--- src/rtl/switch_debounce.sv ---
// Debounces one raw mechanical switch input: synchroniser, stability counter FSM,
// registered clean level with one-cycle rise/fall pulses and a busy flag.
module switch_debounce #(
  parameter int unsigned SYNC_STAGES     = 2,
  parameter int unsigned DEBOUNCE_CYCLES = 500000,
  parameter int unsigned CNT_W           = $clog2(DEBOUNCE_CYCLES) + 1
) (
  input  logic clk,
  input  logic reset,
  input  logic sw,
  output logic sw_clean,
  output logic sw_rise,
  output logic sw_fall,
  output logic busy
);

  typedef enum logic [1:0] {
    IDLE_LO = 2'd0,
    WAIT_HI = 2'd1,
    IDLE_HI = 2'd2,
    WAIT_LO = 2'd3
  } state_t;

  localparam logic [CNT_W-1:0] CNT_LAST = CNT_W'(DEBOUNCE_CYCLES - 1);
  localparam logic [CNT_W-1:0] CNT_ONE  = CNT_W'(1);

  logic [SYNC_STAGES-1:0] sync;
  logic                   sw_sync;
  state_t                 state;
  logic [CNT_W-1:0]       cnt;

  assign sw_sync = sync[SYNC_STAGES-1];

  // Metastability guard: raw sw enters only at sync[0].
  always_ff @(posedge clk or negedge reset) begin
    if (!reset) begin
      sync <= '0;
    end else begin
      sync <= {sync[SYNC_STAGES-2:0], sw};
    end
  end

  // Qualify a candidate level for DEBOUNCE_CYCLES consecutive samples; any
  // disagreeing sample drops straight back to the idle state with no credit kept.
  always_ff @(posedge clk or negedge reset) begin
    if (!reset) begin
      state    <= IDLE_LO;
      cnt      <= '0;
      sw_clean <= 1'b0;
      sw_rise  <= 1'b0;
      sw_fall  <= 1'b0;
      busy     <= 1'b0;
    end else begin
      sw_rise <= 1'b0;
      sw_fall <= 1'b0;
      busy    <= (state == WAIT_HI) || (state == WAIT_LO);
      case (state)
        IDLE_LO: begin
          if (sw_sync) begin
            state <= WAIT_HI;
            cnt   <= CNT_ONE;
          end
        end
        WAIT_HI: begin
          if (!sw_sync) begin
            state <= IDLE_LO;
            cnt   <= '0;
          end else if (cnt == CNT_LAST) begin
            state    <= IDLE_HI;
            sw_clean <= 1'b1;
            sw_rise  <= 1'b1;
            cnt      <= '0;
          end else begin
            cnt <= cnt + CNT_ONE;
          end
        end
        IDLE_HI: begin
          if (!sw_sync) begin
            state <= WAIT_LO;
            cnt   <= CNT_ONE;
          end
        end
        WAIT_LO: begin
          if (sw_sync) begin
            state <= IDLE_HI;
            cnt   <= '0;
          end else if (cnt == CNT_LAST) begin
            state    <= IDLE_LO;
            sw_clean <= 1'b0;
            sw_fall  <= 1'b1;
            cnt      <= '0;
          end else begin
            cnt <= cnt + CNT_ONE;
          end
        end
        default: begin
          state <= IDLE_LO;
          cnt   <= '0;
        end
      endcase
    end
  end

endmodule

--- config.mk ---
export PLATFORM = sky130hd
export DESIGN_NAME = switch_debounce
export DESIGN_NICKNAME = d
export VERILOG_FILES = /design/src/rtl/switch_debounce.sv
export SDC_FILE = /design/constraint.sdc
export NUM_CORES = 1
export LEC_CHECK = 0
export ABC_AREA = 0
export BUFFER_PORTS_ARGS = -buffer_cell sky130_fd_sc_hd__buf_2
export CORE_ASPECT_RATIO = 1.25
export CORE_UTILIZATION = 50
export CTS_BUF_LIST = sky130_fd_sc_hd__clkbuf_4 sky130_fd_sc_hd__clkbuf_8
export DETAILED_ROUTE_END_ITERATION = 8
export PLACE_DENSITY = 0.67
export SKIP_LAST_GASP = 1
export SLEW_MARGIN = 10
export SYNTH_ARGS = -nofsm -noshare
export SYNTH_HDL_FRONTEND = slang
export SYNTH_SLANG_ARGS = --single-unit
--- constraint.sdc ---
create_clock -name clk -period 2.3 [get_ports clk]
set_input_delay 0.115 -clock clk [delete_from_list [all_inputs] [get_ports clk]]
set_output_delay 0.115 -clock clk [all_outputs]
set_load 0.02 [all_outputs]
==> results.md, run 1 <==
* Buffers and inverters on the worst path at 1
* Total Neg Setup Slack at 0 ps
* Global-route wire length before repair at 5070 um
* Fmax at 508 MHz
* DRC viols at 0
* Most frequent cells in the layout: dfrtp_1, nand3_1, nor2_1, nand2_1, nand4_1
* Power density cells at 863 mW/mm^2
* # hold bufs at CTS at 2
* Wirelength per Cell at 14.5 um
* Fin. Hold Viols at 0
* Max Fanout on Critical Path at 9
* Nets at 167
* Fin Clk Skew at 2.62 ps
* Die Area at 0.00316 mm^2
* Max_cap viols at 0
* Final instance area at 0.00160 mm^2
* Ys Warns at 0
* Synth unique cells at 37
* RSZ-0062 raised after global routing: no
* Crit path DAT at 2200 ps
* Die width at 50.5 um
* Crit-path slowest cell: dfrtp_1
* CTS max path bufs at 2
* Dpl ws at 358 ps
* Placed inst area at 0.00152 mm^2
* Inserted Diodes at 0
* Worst Path Required at 2530 ps
* Postcts setup bufs at 0
* Largest net degree at the start of global routing at 29
* I/O Buffers at 6
* Ports at 7
* Peak supply drop at 0.563 mV
* Share of layout cells above drive strength 1 at 0.117
* Worst-Skew Late Latency at 320 ps
* Initial DRC Count at 38
* Max-slew violations at 0
* Crit. End Element: flop
* CTS Root Buffer Type: clkbuf_4
* Critical path class: reg2reg
* Drt via density at 5.90
* Most used cell, CP: a21o_1
* Minimum clock period at 1970 ps
* Post-Syn Area per Cell at 9.48 um^2
* Final WS setup at 330 ps
* Total grt overflow at 0
* Starting Density at 0.538
* Hold Path Class: in2async
* DRT Pass-1 Iters at 4
* Syn-to-layout area delta at 8.60%
* Final Wtd Congestion at 0.807
* Area of the core at 0.00273 mm^2
* Total track usage at 0.206
* Critical path's top delay family: compound AO/OA/AOI/OAI gates
* Startpoint types: flop
* DR vias at 1,156
* Outcome: finished, final reports clean
* Vias in the first global route at 1,095
* Routed WL at 2840 um
* Reg-to-reg startpoint: cnt[0]
* Register bit total from synthesis at 28
* Largest stage delay, worst path at 420 ps
* Slew Limit Headroom at 0.566
* Die Y at 62.6 um
* Worst path cell trace: ha_1 -> and4_1 -> nand3_1 -> o21a_1 -> buf_4 -> a21o_1 -> a21o_1
* Cell Area, Synth at 0.00147 mm^2
* TritonCTS clock tree: built
* CTS buffer count at 3
* Mapped Cells at 155
* Leakage at 0.000678 uW
* Finish-stage setup viols at 0
* Final worst path period share at 0.857
* Num rows at 21
* Commonest non-fill, non-tap cell in the layout: dfrtp_1
* Htree depth at 1
* Initial antenna violation count at 0
* Worst-path clk slew at 150 ps
* CTS resizes at 0
* Reg-to-reg slack, setup at 330 ps
* CTS sink count at 28
* Syn Nets at 159
* DPL Wire Length at 2030 um
* Crit Reg-Reg Endpoint: cnt[8]
* Sequential element share of the synthesized area at 0.477
* Post-route ant nets at 0
* Slew @ Worst Pin at 646 ps
* R2r worst-path depth at 7
cells in the mapped netlist:
library cell / n / area, um^2
nand2_1: 12 / 45.0
nor3_2: 1 / 10.0
o22ai_1: 1 / 6.26
o21a_1: 1 / 7.51
nor2b_1: 1 / 6.26
nor2_1: 12 / 45.0
o21ai_0: 5 / 25.0
a31oi_1: 2 / 12.5
a221o_1: 1 / 10.0
nand3b_1: 1 / 7.51
a21o_1: 3 / 22.5
mux2i_1: 7 / 70.1
o21ba_2: 1 / 10.0
nor4_1: 3 / 18.8
ha_1: 1 / 12.5
and2_1: 3 / 18.8
a22o_1: 4 / 35.0
clkbuf_1: 4 / 15.0
buf_6: 1 / 11.3
xor2_2: 1 / 16.3
buf_2: 3 / 15.0
and3_1: 3 / 18.8
and4_1: 3 / 26.3
nor3_1: 2 / 10.0
nand3_1: 14 / 70.1
o211ai_1: 1 / 7.51
o32a_1: 1 / 10.0
inv_1: 7 / 26.3
a211oi_1: 1 / 7.51
a21oi_1: 9 / 45.0
dfrtp_1: 28 / 701
a311o_1: 1 / 10.0
nor3b_1: 1 / 7.51
and2_4: 1 / 8.76
buf_4: 2 / 15.0
nand4_1: 11 / 68.8
xnor2_1: 2 / 17.5
layout make-up:
type                            instances  area, um^2
Sequential cell                        28         701
Clock buffer                            3        22.5
Clock inverter                          1        30.0
Timing Repair Buffer                   13        87.6
Inverter                                7        26.3
Multi-Input combinational cell        110         687
Fill cell                             243        1140
Tap cell                               34        42.5
logic make-up (layout without fill, tap and decap cells):
kind of cell | count (synthesis) | count (layout) | synth area share
AOI/OAI and AO/OA | 31 | 31 | 0.142
xor gates and xnor gates | 3 | 3 | 0.0230
adders and majority gates | 1 | 1 | 0.00851
buffers and inverters | 17 | 24 | 0.0562
DFF | 28 | 28 | 0.477
muxes | 7 | 7 | 0.0477
and+or+nand+nor | 68 | 68 | 0.246
where the power goes:
part           total (uW)  internal, uW  switching, uW
clock network         317           176            141
logic                 463           177            286
registers             599           538           60.7
stage by stage:
stage | util | hold slack (ps) | power, uW | instances
floorplan | - | -181 | 971 | 155
global placement | 0.558 | 163 | 1050 | 190
detailed placement | 0.558 | 167 | 1070 | 190
CTS | 0.584 | 334 | 1390 | 196
global route | 0.584 | 365 | 1480 | 196
finish | 0.584 | 315 | 1380 | 196
layer usage:
metal,GRT usage,share of wire,wire length [um],up-vias
met5,0,0,0,-
met4,0.0417,0.0070,20,0
met3,0.0219,0.019,54,2
met2,0.357,0.52,1470,17
met1,0.276,0.46,1300,559
li1,-,-,-,578
worst max path at each step:
stage / startpoint / to / slack, ps / depth (start not counted)
detailed placement: cnt[0] / cnt[8] / 360 / 7
global placement: cnt[0] / cnt[8] / 410 / 7
global route: cnt[0] / cnt[12] / 150 / 6
floorplan: cnt[0] / cnt[14] / 580 / 7
CTS: cnt[0] / cnt[8] / 340 / 7
finish: cnt[0] / cnt[8] / 330 / 7
sequential cells by signal (all words and copies together) (netlist names), named ones only:
signal	flops
cnt	20
busy	1
sw_fall	1
sync	2
sw_rise	1
state	1
sw_clean	1
worst register-to-register path, stage by stage, from the launching register on:
cell     delay (ps)
dfrtp_1         420
ha_1            230
and4_1          300
nand3_1         120
o21a_1          290
buf_4           210
a21o_1          160
a21o_1          170
Note: power is estimated with default switching activity, not from simulation.
==> run 2: changes to the inputs <==
CORE_UTILIZATION = 60   (was 50)
PLACE_DENSITY = 0.78   (was 0.67)
==> results.md, run 2 (synthesis results as in run 1) <==
* Outcome: finished, final reports clean
* Top sig layer: met4
* DRC viols at 0
* DR vias at 1,189
* Leakage at 0.000679 uW
* Peak supply drop at 0.669 mV
* Reg-to-reg slack, setup at 340 ps
* Max reg flops at 20
* Critical path's top delay family: compound AO/OA/AOI/OAI gates
* Startpoint types: flop
* Routed WL at 2820 um
* Htree depth at 1
* Slew Limit Headroom at 0.599
* Starting Density at 0.651
* Commonest non-fill, non-tap cell in the layout: dfrtp_1
* Crit Reg-Reg Endpoint: cnt[14]
* Crit. End Element: flop
* Vias in the first global route at 1,158
* Nets at 167
* Minimum clock period at 1960 ps
* Metal-1 WL at 1230 um
* Initial DRC Count at 64
* Largest net degree at the start of global routing at 29
* Power density cells at 868 mW/mm^2
* Worst-path clk slew at 150 ps
* Metal3 WL at 136 um
* Worst path cell trace: ha_1 -> and4_1 -> nand3_1 -> o21a_2 -> a21o_1 -> a22o_1
* CTS Root Buffer Type: clkbuf_4
* Max Fanout on Critical Path at 23
* Drt via density at 6.16
* Inserted Diodes at 0
* Slew @ Worst Pin at 601 ps
* DRT Pass-1 Iters at 4
* Met2 wire len at 1410 um
* Die Y at 57.3 um
* Syn-to-layout area delta at 8.43%
* CTS max path bufs at 2
* Ports at 7
* Critical path class: reg2reg
* Most frequent cells in the layout: dfrtp_1, nand3_1, nor2_1, nand2_1, nand4_1
* Largest registers: cnt (20), sync (2)
* Total grt overflow at 0
* Fin Clk Skew at 4.16 ps
* CTS buffer count at 3
* Share of layout cells above drive strength 1 at 0.123
* I/O Buffers at 6
* Fmax at 511 MHz
* Max_cap viols at 0
* Total track usage at 0.273
* Worst-Skew Late Latency at 330 ps
* DPL Wire Length at 1950 um
* Largest stage delay, worst path at 420 ps
* RSZ-0062 raised after global routing: no
* Area of the core at 0.00226 mm^2
* Reg with most FFs: cnt
* Finish-stage setup viols at 0
* Final WS setup at 343 ps
* CTS sink count at 28
* Final worst path period share at 0.851
* Reg-to-reg startpoint: cnt[0]
* R2r worst-path depth at 6
* TritonCTS clock tree: built
* Initial antenna violation count at 0
* Final Wtd Congestion at 0.843
* Dpl ws at 206 ps
* Die Area at 0.00265 mm^2
* Die width at 46.3 um
* Post-route ant nets at 0
* Global-route wire length before repair at 5240 um
* Max-slew violations at 0
* Buffers and inverters on the worst path at 0
* Total Neg Setup Slack at 0 ps
* Worst Path Required at 2540 ps
* Crit path DAT at 2200 ps
* Cell count along the critical path at 6
* Fin. Hold Viols at 0
* Wirelength per Cell at 14.6 um
* Hold Path Class: in2async
* Crit-path slowest cell: dfrtp_1
* Num rows at 19
## run 2: cell counts in the layout (fill, tap and decap cells not counted)
Identical to the previous run, type by type.
## run 2: how the worst max path moves through the flow
stage	start	endpoint	slack, ps
4_1_cts	cnt[0]	cnt[0]	160
3_5_place_dp	cnt[0]	cnt[0]	210
5_1_grt	cnt[0]	cnt[14]	180
3_3_place_gp	cnt[0]	cnt[0]	290
2_1_floorplan	cnt[0]	cnt[14]	580
6_report	cnt[0]	cnt[14]	340
## run 2: area by class of cell
class,instances,area (um^2)
fill,187,664
clock inverter,1,30.0
tap,31,38.8
multi-input combinational,110,688
sequential,28,701
clock buffer,3,22.5
inverter,7,26.3
timing repair buffer,13,87.6
## run 2: through the flow
stage                     hold WS, ps  area, um^2  total power, uW  std cells  utilization
after floorplan                  -181        1470              971        155            -
after global placement            150        1520             1050        187        0.673
after detailed placement          156        1520             1060        187        0.673
after CTS                         319        1590             1380        193        0.705
after global routing              367        1590             1480        193        0.706
final                             310        1590             1380        193        0.706
## run 2: what timing repair did
action / 4_1_cts / 5_1_grt
endpoints found under the setup margin: 0 / 3
endpoints found under the hold margin: 29 / 0
setup buffers: 0 / 0
hold buffers: 2 / 0
gates resized for setup: 0 / 1
## run 2: metal layers
layer,vias to the layer above,GRT usage
met5,-,0
met4,0,0.0882
met3,5,0.0380
met2,41,0.429
met1,566,0.386
li1,577,-
## run 2: power breakdown
group          internal, uW  switching [uW]  total (uW)
clock                   176             150         326
combinational           179             303         482
sequential              538            37.3         575
total                   894             490        1380
==> run 3: changes to the inputs <==
RECOVER_POWER = 100   (was default)
==> results.md, run 3 (synthesis results as in run 1) <==
* Outcome: finished, final reports clean
* TritonCTS clock tree: built
* CTS sink count at 28
* Crit. End Element: flop
* Area of the core at 0.00226 mm^2
* Max_cap viols at 0
* Num rows at 19
* Final core utilization at 0.698
* Crit path DAT at 2200 ps
* Starting Density at 0.651
* Commonest non-fill, non-tap cell in the layout: dfrtp_1
* Storage cell area at 701 um^2
* Critical path class: reg2reg
* Peak supply drop at 0.670 mV
* DPL Wire Length at 1950 um
* Postcts setup bufs at 0
* Syn-to-layout area delta at 7.23%
* Worst-Skew Late Latency at 340 ps
* Reg-to-reg startpoint: cnt[0]
* Drt via density at 6.18
* Initial DRC Count at 38
* Routed WL at 2880 um
* Minimum clock period at 1960 ps
* Startpoint of the worst hold path: sync[0]
* Startpoint types: flop
* Finish-stage setup viols at 0
* CTS buffer count at 3
* Most frequent cells in the layout: dfrtp_1, nand3_1, nor2_1, nand2_1, nand4_1
* Fill cell count at 189
* DR vias at 1,192
* Vias in the first global route at 1,158
* Final Wtd Congestion at 0.843
* Die Y at 57.3 um
* Ports at 7
* Power density cells at 871 mW/mm^2
* Post-Layout Cell Count at 193
* Reg with most FFs: cnt
* GRT busiest layer: met2
* Total grt overflow at 0
* Die width at 46.3 um
* CTS max path bufs at 2
* I/O Buffers at 6
* Met2 Use GR at 0.429
* Met1 usage in global routing at 0.386
* Fin Clk Skew at 5.05 ps
* Fmax at 511 MHz
* Post-route ant nets at 0
* Met3 Use GR at 0.0380
* Share of layout cells above drive strength 1 at 0.0741
* Max-slew violations at 0
* Worst Path Required at 2550 ps
* Multi-input gate area at 688 um^2
* Total Neg Setup Slack at 0 ps
* DRT Pass-1 Iters at 4
* Global-route wire length before repair at 5240 um
* Initial antenna violation count at 0
* Worst-path clk slew at 150 ps
* Largest net degree at the start of global routing at 29
* Fin. Hold Viols at 0
* Nets at 167
* Hold Path Class: reg2reg
* Max Fanout on Critical Path at 23
* Slew Limit Headroom at 0.0350
* Largest registers: cnt (20), sync (2)
* Leakage at 0.000648 uW
* Inserted Diodes at 0
* CTS Root Buffer Type: clkbuf_4
* Slew @ Worst Pin at 1450 ps
* Total track usage at 0.273
* Htree depth at 1
* Die Area at 0.00265 mm^2
* DRC viols at 0
* Max reg flops at 20
* Final worst path period share at 0.850
* Wirelength per Cell at 14.9 um
* Critical path origin: cnt[0]
* Placed Cells at 187
* RSZ-0062 raised after global routing: no
run 3: area by class of cell:
class | instances | area share
inverter | 7 | 0.0167
timing repair buffer | 13 | 0.0444
multi-input combinational | 110 | 0.437
tap | 31 | 0.0246
sequential | 28 | 0.444
clock inverter | 1 | 0.0190
clock buffer | 3 | 0.0143
run 3: what timing repair did:
action / CTS / global route
hold buffers: 2 / 0
gates resized for setup: 0 / 1
hold endpoints to repair: 29 / 0
endpoints found under the setup margin: 0 / 3
run 3: per-stage QoR:
stage	hold slack [ps]	worst slack (ps)	cell area (um^2)	total power, uW
2_1_floorplan	-181	585	1470	971
3_3_place_gp	150	290	1520	1050
3_5_place_dp	156	206	1520	1060
4_1_cts	319	160	1590	1380
5_1_grt	389	179	1580	1460
6_report	383	344	1580	1370
run 3: path summary, 6_finish.rpt:
kind,end,slack [ps],depth (start not counted)
setup / recovery,cnt[14],340,6
hold / removal,sync[1],380,0
setup reg to reg,cnt[14],340,6
hold reg to reg,sync[1],380,0
max in group asynchronous,async pin,820,2
min in group asynchronous,cnt[15],640,2
run 3: worst max-delay path: stages, from the launching register on:
cell and delay, ps:
dfrtp_1 420, ha_1 210, and4_1 310, nand3_1 130, o21a_2 360, a21o_1 210
a22o_1 220
run 3: where the power goes:
part	internal (uW)	total, uW	switching (uW)
Clock	176	327	151
Sequential	538	576	37.5
Combinational	161	471	309
Total	876	1370	498
run 3: routing by layer:
metal  up-vias  share of wire
li1        575              -
met1       577           0.45
met2        35           0.50
met3         5          0.035
met4         0          0.014
met5         -              0
